**src/rtl/rst_mgr.sv**
```systemverilog
`default_nettype none
// ============================================================================
// Module   : rst_mgr
// Purpose  : Button synchronizer/debouncer, stretched system reset pulse,
//            reset-cause tracking. Optional watchdog via RST_MGR_WDOG_EN.
// Revision : 1.0 - initial release
// ============================================================================
module rst_mgr #(
    parameter int HOLD_CYCLES = 65535,
    parameter int DB_CYCLES   = 50000,
    parameter int WDOG_CYCLES = 1 << 24
) (
    input  logic       clk,
    input  logic       reset,
    input  logic       btn_i,
    input  logic       wdog_en_i,
    input  logic       wdog_kick_i,
    output logic       sys_rst_o,
    output logic [1:0] rst_cause_o
);

    localparam int HOLD_W = $clog2(HOLD_CYCLES);
    localparam int DB_W   = $clog2(DB_CYCLES);

    localparam logic [HOLD_W-1:0] HOLD_LOAD = HOLD_W'(HOLD_CYCLES - 1);
    localparam logic [DB_W-1:0]   DB_LAST   = DB_W'(DB_CYCLES - 1);

    localparam logic [1:0] HOLD     = 2'd0;
    localparam logic [1:0] RUN      = 2'd1;
    localparam logic [1:0] WAIT_REL = 2'd2;

    localparam logic [1:0] CAUSE_POR  = 2'b00;
    localparam logic [1:0] CAUSE_BTN  = 2'b01;
    localparam logic [1:0] CAUSE_WDOG = 2'b10;

    logic              btn_meta;
    logic              btn_s;
    logic              btn_db;
    logic [DB_W-1:0]   db_cnt;
    logic [1:0]        state;
    logic [1:0]        next_state;
    logic [HOLD_W-1:0] hold_cnt;
    logic              wdog_expire;
    logic              sys_rst_nxt;
    logic [1:0]        cause_nxt;

    always_ff @(posedge clk or posedge reset) begin
        if (reset) begin
            btn_meta <= 1'b0;
            btn_s    <= 1'b0;
            btn_db   <= 1'b0;
            db_cnt   <= '0;
        end else begin
            btn_meta <= btn_i;
            btn_s    <= btn_meta;
            if (btn_s == btn_db) begin
                db_cnt <= '0;
            end else if (db_cnt == DB_LAST) begin
                btn_db <= btn_s;
                db_cnt <= '0;
            end else begin
                db_cnt <= db_cnt + DB_W'(1);
            end
        end
    end

`ifdef RST_MGR_WDOG_EN
    localparam int WDOG_W = $clog2(WDOG_CYCLES);
    localparam logic [WDOG_W-1:0] WDOG_LAST = WDOG_W'(WDOG_CYCLES - 1);

    logic [WDOG_W-1:0] wdog_cnt;
    logic              wdog_run;

    assign wdog_run    = (state == RUN) && wdog_en_i;
    // A kick on the terminal cycle suppresses expiry.
    assign wdog_expire = wdog_run && !wdog_kick_i && (wdog_cnt == WDOG_LAST);

    always_ff @(posedge clk or posedge reset) begin
        if (reset) begin
            wdog_cnt <= '0;
        end else if (!wdog_run || wdog_kick_i || wdog_expire) begin
            wdog_cnt <= '0;
        end else begin
            wdog_cnt <= wdog_cnt + WDOG_W'(1);
        end
    end
`else
    logic unused_wdog;

    assign wdog_expire = 1'b0;
    assign unused_wdog = wdog_en_i ^ wdog_kick_i ^ (WDOG_CYCLES == 0);
`endif

    // Held at the load value outside HOLD so every entry starts a full pulse.
    always_ff @(posedge clk or posedge reset) begin
        if (reset) begin
            hold_cnt <= HOLD_LOAD;
        end else if (state != HOLD) begin
            hold_cnt <= HOLD_LOAD;
        end else if (hold_cnt != '0) begin
            hold_cnt <= hold_cnt - HOLD_W'(1);
        end
    end

    always_ff @(posedge clk or posedge reset) begin
        if (reset) begin
            state       <= HOLD;
            sys_rst_o   <= 1'b1;
            rst_cause_o <= CAUSE_POR;
        end else begin
            state       <= next_state;
            sys_rst_o   <= sys_rst_nxt;
            rst_cause_o <= cause_nxt;
        end
    end

    // In RUN btn_db can only be high after a fresh rise, since HOLD exits to
    // WAIT_REL whenever the button is still pressed.
    always_comb begin
        next_state = state;
        case (state)
            HOLD: begin
                if (hold_cnt == '0) begin
                    next_state = btn_db ? WAIT_REL : RUN;
                end
            end
            RUN: begin
                if (btn_db) begin
                    next_state = WAIT_REL;
                end else if (wdog_expire) begin
                    next_state = HOLD;
                end
            end
            WAIT_REL: begin
                if (!btn_db) begin
                    next_state = HOLD;
                end
            end
            default: next_state = HOLD;
        endcase
    end

    always_comb begin
        sys_rst_nxt = (next_state != RUN);
        cause_nxt   = rst_cause_o;
        if (state == RUN) begin
            if (btn_db) begin
                cause_nxt = CAUSE_BTN;
            end else if (wdog_expire) begin
                cause_nxt = CAUSE_WDOG;
            end
        end
    end

endmodule
`default_nettype wire
```
**config.mk**
```make
export PLATFORM = sky130hd
export DESIGN_NAME = rst_mgr
export DESIGN_NICKNAME = d
export VERILOG_FILES = /design/src/rtl/rst_mgr.sv
export SDC_FILE = /design/constraint.sdc
export NUM_CORES = 1
export LEC_CHECK = 0
export BUFFER_PORTS_ARGS = -buffer_cell sky130_fd_sc_hd__buf_4
export CAP_MARGIN = 20
export CELL_PAD_IN_SITES_DETAIL_PLACEMENT = 0
export CELL_PAD_IN_SITES_GLOBAL_PLACEMENT = 1
export CORE_ASPECT_RATIO = 0.7
export CORE_MARGIN = 2
export CORE_UTILIZATION = 52
export DETAILED_ROUTE_END_ITERATION = 10
export PLACE_DENSITY = 0.86
export REMOVE_ABC_BUFFERS = 1
export SLEW_MARGIN = 5
export SYNTH_ARGS = -nofsm -noshare
export SYNTH_HDL_FRONTEND = slang
export SYNTH_SLANG_ARGS = --single-unit
```
**constraint.sdc**
```tcl
create_clock -name clk -period 5 [get_ports clk]
set_input_delay 1.5 -clock clk [delete_from_list [all_inputs] [get_ports clk]]
set_output_delay 1.5 -clock clk [all_outputs]
set_load 0.01 [all_outputs]
```
# [After elaboration in Yosys (flattened, before gate mapping)]
# Index checks and enable logic that the tools add are counted.
[totals] latch_bits=0 word_cells=32 mem_bits_ro=0 reg_bits=39 ramBits=0 memories=0 inputBits=5
[op_classes] eq_ne=5 bitwise_logic=1 n_div=0 n_lt_le_gt_ge=0 n_mux=9 mul=0 n_reduce_logical=7 shifts=0 add_sub_neg=2
[op_table] operator="$mux 16" n=4
[op_table] operator="$add 16x1->16 const B" n=1
[op_table] operator="$eq 16x16->1 const B" n=1
[op_table] operator="$logic_not 16->1" n=1
[op_table] operator="$reduce_bool 16->1" n=1
[op_table] operator="$sub 16x1->16 const B" n=1
[op_table] operator="$mux 2" n=4
[op_table] operator="$pmux 2 s3" n=1
[op_table] operator="$reduce_and 2->1" n=2
[op_table] operator="$reduce_bool 2->1" n=2
[op_table] operator="$eq 2x1->1 const B" n=1
[op_table] operator="$eq 2x2->1 const B" n=1
[op_table] operator="$logic_not 2->1" n=1
[op_table] operator="$ne 2x1->1 const B" n=1
[op_table] operator="$eq 1x1->1" n=1
[op_table] operator="$not 1->1" n=1

# [Longest topological paths before layout]
# Gate-level depths: netlist (run 1).
[depth] word_depth=4 depth_mapped=7

# [Worst setup path before layout (run 1)]
# OpenSTA, ideal clock, no wires.
[synth_timing] path_type="register to output" start="register sys_rst_o" end="output port sys_rst_o" path_stages_with_launch=1 t_arrival_ns=0.520 setup_slack_ns=2.980 required_ns=3.500 cell_sequence="dfstp_2"
[synth_lines] item="from (decl)" line_no="18" source="output logic sys_rst_o,"
[synth_lines] item="from (signal assigned)" line_no="112" source="sys_rst_o <= sys_rst_nxt;"
# No word-level cell between the ends.

# [Final worst setup path (run 1)]
[layout_timing] start="register sys_rst_o" end="output port sys_rst_o"
# No word-level cell between the ends.

==> results of run 1 <==
## state kept, by name, summed over array words and instances (netlist names)
| signal | flops |
|---|---|
| db_cnt | 16 |
| hold_cnt | 16 |
| state | 2 |
| btn_db | 1 |
| btn_meta | 1 |
| btn_s | 1 |
| rst_cause_o | 1 |
| sys_rst_o | 1 |
## stage by stage
stage	cells	cell area [sq um]	hold WS (ns)	utilization	setup WS, ns
3_3_place_gp	243	2040	0.334	0.570	2.90
6_report	251	2120	0.353	0.593	2.60
4_1_cts	251	2120	0.356	0.593	2.58
3_5_place_dp	243	2040	0.339	0.570	2.85
2_1_floorplan	187	1930	0.331	-	2.64
5_1_grt	251	2120	0.359	0.593	2.56
## path summary, 6_finish.rpt
path                            cells past startpoint          end
worst min register to register                      0        btn_s
min in group asynchronous                           3    db_cnt[4]
worst min-delay path                                0        btn_s
max in group asynchronous                           3  hold_cnt[7]
worst max register to register                      4   db_cnt[13]
worst max-delay path                                1    sys_rst_o
## final cells by class
class | instances | area (sq um) | share of cell area
sequential | 39 | 996 | 0.469
multi-input combinational | 140 | 908 | 0.428
clock buffer | 7 | 76.3 | 0.0359
tap | 50 | 62.6 | 0.0295
timing repair buffer | 6 | 45.0 | 0.0212
inverter | 8 | 30.0 | 0.0141
clock inverter | 1 | 5.00 | 0.00236
## report_power, final
part           internal, W  switching [W]  leakage [nW]   total, W
combinational   0.00000425      0.0000102         0.298  0.0000145
clock            0.0000979       0.000105        0.0422   0.000202
sequential        0.000319     0.00000244         0.477   0.000321
total             0.000421       0.000117         0.817   0.000538
## cells in the final DEF, fill, tap and decap left out, types with 2 or more instances in the layout
master     n
o21ai_0   10
a31o_2     2
clkbuf_1   2
nand2_1    7
o31ai_1    2
a21oi_1    4
mux2i_1    2
nor3_1     9
dfrtp_1   23
nand3_1   12
xor2_1     2
a31oi_1    3
nand4_1    7
nor2_1    28
clkbuf_8   5
nand3b_1   4
and4_1     3
and3_1     2
dfstp_2   16
xnor2_1   13
ha_1       3
buf_4      6
nor4_1     6
inv_1      8
nor2b_1    3
## per-layer routing
| metal | track usage | up-vias |
|---|---|---|
| met4 | 0.0587 | 0 |
| met2 | 0.266 | 26 |
| met5 | 0 | - |
| met1 | 0.290 | 710 |
| li1 | - | 703 |
| met3 | 0.0503 | 2 |
## worst register-to-register path, stage by stage, from the launching register on
cell     delay, ns
dfrtp_1       0.39
ha_1          0.20
nand3_1       0.35
o41ai_4       0.95
nor2_1        0.12
## kinds of logic after synthesis
| kind of cell | synth area share |
|---|---|
| compound gates | 0.0925 |
| xor+xnor | 0.0665 |
| fa+ha+maj | 0.0190 |
| buf+inv | 0.0361 |
| flops | 0.504 |
| mux | 0.0158 |
| other cells | 0.00190 |
| simple gates | 0.264 |
==> results.sh, run 1 <==
export IMPL_met2WireLength_mm=1.62
export IMPL_min_delay_start="btn_meta"
export IMPL_crit_type="reg2out"
export IMPL_timing_fmax_mhz=416
export IMPL_slew_limit_headroom=0.406
export IMPL_power_density_nw_per_um2=253
export IMPL_yosys_register_bits=39
export IMPL_n_antenna_cell=0
export IMPL_detail_route_first_pass_iterations=4
export IMPL_endpoint_kind="output pin"
export IMPL_cp_num_buf_inv=1
export IMPL_antenna_found_initial=0
export IMPL_grt_ovfl_total=0
export IMPL_synth_edff_count=0
export IMPL_top_layer_used="met4"
export IMPL_cts_max_path_buffers=2
export IMPL_h_tree_depth=2
export IMPL_irDropWorstVdd_mv=0.119
export IMPL_wirelength_mm=3.64
export IMPL_synth_seq_area_share=0.504
export IMPL_wl_met1_mm=1.84
export IMPL_grt_start_max_net_pins=40
export IMPL_post_cts_buffers=0
export IMPL_cts_sinks=39
export IMPL_hold_buffers=0
export IMPL_n_fill_cell=307
export IMPL_arrival_ns=0.90
export IMPL_drv_cap=0
export IMPL_critPathSlowestCell="dfstp_2"
export IMPL_yosys_top_cells_count="nor2_1, dfrtp_1, dfstp_2"
export IMPL_area_delta_synth_final_pct=7.47
export IMPL_hold_class="reg2reg"
export IMPL_total_power_w=0.000538
export IMPL_status="complete, no violations"
export IMPL_synth_most_common_cell="nor2_1"
export IMPL_vias=1441
export IMPL_cts_inserted_buffers=5
export IMPL_dieHeight_um=55.6
export IMPL_crit_path_start="sys_rst_o"
export IMPL_crit_path_max_fanout=1
export IMPL_wl_met3_um=166
export IMPL_max_stage_delay_ns=0.52
export IMPL_wl_per_cell_um=14.5
export IMPL_yosysTopAreaCell="dfrtp_1"
export IMPL_hpwl_mm=2.51
export IMPL_core_sq_um=3580
export IMPL_gp_congestion=0.805
export IMPL_ant_nets=0
export IMPL_crit_family="flip-flops"
export IMPL_r2r_start="db_cnt[0]"
export IMPL_syn_cell_area_sq_um=1980
export IMPL_die_area_sq_um=4320
export IMPL_hold_viol_final=0
export IMPL_first_iter_violations=74
export IMPL_slew_violations=0
export IMPL_cp_start_kind="flop"
export IMPL_synth_cells=194
export IMPL_initial_utilization=0.552
export IMPL_clk_pin_slew_worst_paths_ns=0.07
export IMPL_io_pins=8
export IMPL_synth_distinct_cells=45
export IMPL_grt_pass1_vias=1378
export IMPL_cp_cell_sequence="buf_4"
export IMPL_port_buffers=4
export IMPL_cts_resized=0
export IMPL_synth_top_area_frac=0.291
export IMPL_finalSetupViolCount=0
export IMPL_via_per_inst=5.74
export IMPL_globalRouteTotalUtil=0.191
export IMPL_rsz0062_at_grt="no"
export IMPL_dieWidth_um=77.7
export IMPL_cellLeakagePower_nw=0.817
export IMPL_synth_main_ff_cell="dfrtp_1"
export IMPL_rrSetupSlack_ns=2.85
export IMPL_cts_tree="built"
export IMPL_required_ns=3.50
export IMPL_async_flop_share=1.00
export IMPL_synth_area_per_cell_sq_um=10.2
export IMPL_final_setup_tns_ns=0
export IMPL_worst_pin_slew_ns=0.887
export IMPL_ctsRootBufferMaster="clkbuf_8"
export IMPL_drive_gt1_frac=0.199
export IMPL_rows=18
export IMPL_grt_pass1_wl_mm=6.50
export IMPL_min_period_ns=2.40
export IMPL_synth_area_leaders="dfrtp_1, dfstp_2, xnor2_1"
export IMPL_yosys_warnings=0
export IMPL_clk_latency_ns=0.29
export IMPL_skew_ns=0.00358
export IMPL_final_nets=208
export IMPL_drc=0
export IMPL_period_share=0.481
Power figures use the tool's default switching activity.
==> run 2, diff against run 1 <==
--- a/config.mk
+++ b/config.mk
@@ -5,15 +5,16 @@
 export SDC_FILE = /design/constraint.sdc
 export NUM_CORES = 1
 export LEC_CHECK = 0
+export ABC_AREA = 1
 export BUFFER_PORTS_ARGS = -buffer_cell sky130_fd_sc_hd__buf_4
 export CAP_MARGIN = 20
 export CELL_PAD_IN_SITES_DETAIL_PLACEMENT = 0
 export CELL_PAD_IN_SITES_GLOBAL_PLACEMENT = 1
 export CORE_ASPECT_RATIO = 0.7
 export CORE_MARGIN = 2
-export CORE_UTILIZATION = 52
+export CORE_UTILIZATION = 41
 export DETAILED_ROUTE_END_ITERATION = 10
-export PLACE_DENSITY = 0.86
+export PLACE_DENSITY = 0.77
 export REMOVE_ABC_BUFFERS = 1
 export SLEW_MARGIN = 5
 export SYNTH_ARGS = -nofsm -noshare
==> constraint.sdc (replaced) <==
create_clock -name clk -period 2.15 [get_ports clk]
set_input_delay 0.645 -clock clk [delete_from_list [all_inputs] [get_ports clk]]
set_output_delay 0.645 -clock clk [all_outputs]
set_load 0.01 [all_outputs]
==> results.sh, run 2 <==
export IMPL_status="complete, no violations"
export IMPL_vias=1809
export IMPL_swShare=0.206
export IMPL_crit_top_cell="inv_1"
export IMPL_synth_compound_area_share=0.0438
export IMPL_crit_type="reg2reg"
export IMPL_cts_tree="built"
export IMPL_drive_gt1_frac=0.156
export IMPL_core_sq_um=5290
export IMPL_cts_max_path_buffers=2
export IMPL_r2r_end="state[0]"
export IMPL_final_cell_mix="nand2_1, nor2_1, inv_1"
export IMPL_final_nets=322
export IMPL_finalSetupViolCount=0
export IMPL_cts_resized=0
export IMPL_area_delta_synth_final_pct=9.53
export IMPL_die_area_sq_um=6130
export IMPL_synth_seq_area_share=0.441
export IMPL_min_to="btn_s"
export IMPL_syn_cell_area_sq_um=2260
export IMPL_crit_path_max_fanout=11
export IMPL_yosys_top_cells_count="nand2_1, nor2_1, inv_1"
export IMPL_cellLeakagePower_nw=1.14
export IMPL_min_delay_start="btn_meta"
export IMPL_timing_fmax_mhz=623
export IMPL_ant_nets=0
export IMPL_power_density_nw_per_um2=559
export IMPL_endpoint_kind="flop"
export IMPL_via_per_inst=4.67
export IMPL_grt_pass1_vias=1717
export IMPL_final_cells=387
export IMPL_clk_latency_ns=0.29
export IMPL_seqPwrFrac=0.540
export IMPL_p_int_w=0.00110
export IMPL_skew_ns=0.00682
export IMPL_final_setup_tns_ns=0
export IMPL_grt_pass1_wl_mm=8.51
export IMPL_p_comb_frac=0.027
export IMPL_worst_r2r_cell_count=10
export IMPL_place_area_sq_um=2370
export IMPL_ctsRootBufferMaster="clkbuf_8"
export IMPL_detail_route_first_pass_iterations=4
export IMPL_synth_most_common_cell="nand2_1"
export IMPL_hpwl_mm=3.58
export IMPL_p_switching_w=0.000284
export IMPL_cts_sinks=39
export IMPL_yosysTopAreaCell="dfrtp_1"
export IMPL_synth_main_ff_cell="dfrtp_1"
export IMPL_synthMuxAreaShare=0
export IMPL_h_tree_depth=2
export IMPL_first_iter_violations=134
export IMPL_synth_cells=304
export IMPL_globalRouteTotalUtil=0.180
export IMPL_cp_start_kind="flop"
export IMPL_top_regs="db_cnt (16), hold_cnt (16), state (2)"
export IMPL_min_path_cells=0
export IMPL_yosys_register_bits=39
export IMPL_hold_class="reg2reg"
export IMPL_power_frac_clock=0.433
export IMPL_antenna_found_initial=0
export IMPL_hold_buffers=0
export IMPL_synthXorXnorAreaFrac=0.0343
export IMPL_wl_per_cell_um=12.1
export IMPL_grt_start_max_net_pins=40
export IMPL_hold_viol_final=0
export IMPL_synth_top_area_frac=0.255
export IMPL_initial_utilization=0.427
export IMPL_clk_pin_slew_worst_paths_ns=0.08
export IMPL_min_period_ns=1.60
export IMPL_cts_inserted_buffers=5
export IMPL_yosys_warnings=0
export IMPL_drc=0
export IMPL_n_antenna_cell=0
export IMPL_max_stage_delay_ns=0.56
export IMPL_required_ns=2.33
export IMPL_synth_distinct_cells=31
export IMPL_rrSetupSlack_ns=0.55
export IMPL_io_pins=8
export IMPL_final_core_util=0.468
export IMPL_wirelength_mm=4.70
export IMPL_postLayoutCellArea_sq_um=2470
export IMPL_r2r_start="hold_cnt[1]"
export IMPL_final_common_cell="nand2_1"
export IMPL_synth_area_leaders="dfrtp_1, dfstp_2, nand2_1"
export IMPL_dieHeight_um=66.1
export IMPL_port_buffers=4
export IMPL_n_fill_cell=537
export IMPL_drv_cap=0
export IMPL_synth_area_per_cell_sq_um=7.43
export IMPL_dp_cells=379
export IMPL_period_share=0.746
export IMPL_synth_fa_ha_area_frac=0.0166
export IMPL_async_flop_share=1.00
export IMPL_critPathSlowestCell="dfstp_2"
export IMPL_rows=22
export IMPL_hold_slack_ns=0.352
export IMPL_cp_cell_sequence="inv_1 > ha_1 > inv_1 > nor2_1 > nand2_1 > nor2_1 > nand2_2 > nand2_1 > nand3_1 > inv_1"
export IMPL_irDropWorstVdd_mv=0.336
export IMPL_post_cts_buffers=0
export IMPL_rsz0062_at_grt="no"
export IMPL_slew_violations=0
export IMPL_arrival_ns=1.78
export IMPL_synth_edff_count=0
export IMPL_grt_ovfl_total=0
export IMPL_dieWidth_um=92.7
export IMPL_synth_top_family_by_area="simple AND/OR/NAND/NOR gates"
export IMPL_gp_congestion=0.848
export IMPL_synthSimpleGateAreaFrac=0.375
[run 2: cell count changes in the layout (fill, tap and decap cells not counted), sizes merged, moves of 4 or more]
cell | previous run | this run
nand2 | 7 | 83
inv | 8 | 46
nor2 | 28 | 65
xnor2 | 13 | 2
nand3 | 12 | 21
a21oi | 4 | 12
nor3 | 10 | 2
nor4 | 8 | 1
o21ai | 10 | 3
xor2 | 2 | 6
[run 2: cell families after synthesis]
group                      after synthesis
xor gates and xnor gates                 8
other                                    1
and+or+nand+nor                        186
DFF                                     39
adders and majority gates                3
buffers and inverters                   49
AOI/OAI and AO/OA                       18
[run 2: per-layer routing]
metal  wire length (um)  vias to the layer above  part of all wire  track usage
met3                246                        4             0.052       0.0376
met2               1600                       37              0.34        0.223
met1               2830                      814              0.60        0.309
met5                  0                        -                 0            0
met4                 25                        0            0.0053       0.0331
li1                   -                      954                 -            -
[run 2: stage by stage]
| stage | worst slack, ns | power, W |
|---|---|---|
| floorplan | 0.642 | 0.000783 |
| global placement | 0.571 | 0.000798 |
| detailed placement | 0.567 | 0.000799 |
| CTS | 0.555 | 0.00141 |
| global route | 0.389 | 0.00145 |
| finish | 0.546 | 0.00138 |
[run 2: critical path: cells and delay by family (launching register included)]
| family | cells | cell delay, ns |
|---|---|---|
| adders and majority gates | 1 | 0.18 |
| buffers and inverters | 3 | 0.24 |
| DFF | 1 | 0.56 |
| and+or+nand+nor | 6 | 0.53 |
[run 2: final cells by class]
cell class              count  area [sq um]  area share
inverters                  46           173      0.0698
well taps                  72          90.1      0.0364
flip-flops and latches     39           996       0.403
multi-input cells         216          1060       0.430
clock buffers               7          76.3      0.0309
clock inverters             1          30.0      0.0121
repair buffers              6          45.0      0.0182
[run 2: power groups by stage]
stage | combinational (W) | sequential (W) | clock [W]
floorplan | 0.0000251 | 0.000758 | 0
global placement | 0.0000387 | 0.000760 | 0
detailed placement | 0.0000388 | 0.000760 | 0
CTS | 0.0000389 | 0.000747 | 0.000621
global route | 0.0000439 | 0.000748 | 0.000661
finish | 0.0000368 | 0.000747 | 0.000599
[run 2: worst max path at each step]
stage	start	end	slack [ns]
finish	hold_cnt[1]	state[0]	0.55
global route	hold_cnt[0]	state[0]	0.39
detailed placement	hold_cnt[1]	state[0]	0.57
floorplan	reset	btn_db	0.64
global placement	hold_cnt[1]	state[0]	0.57
CTS	hold_cnt[1]	state[0]	0.55
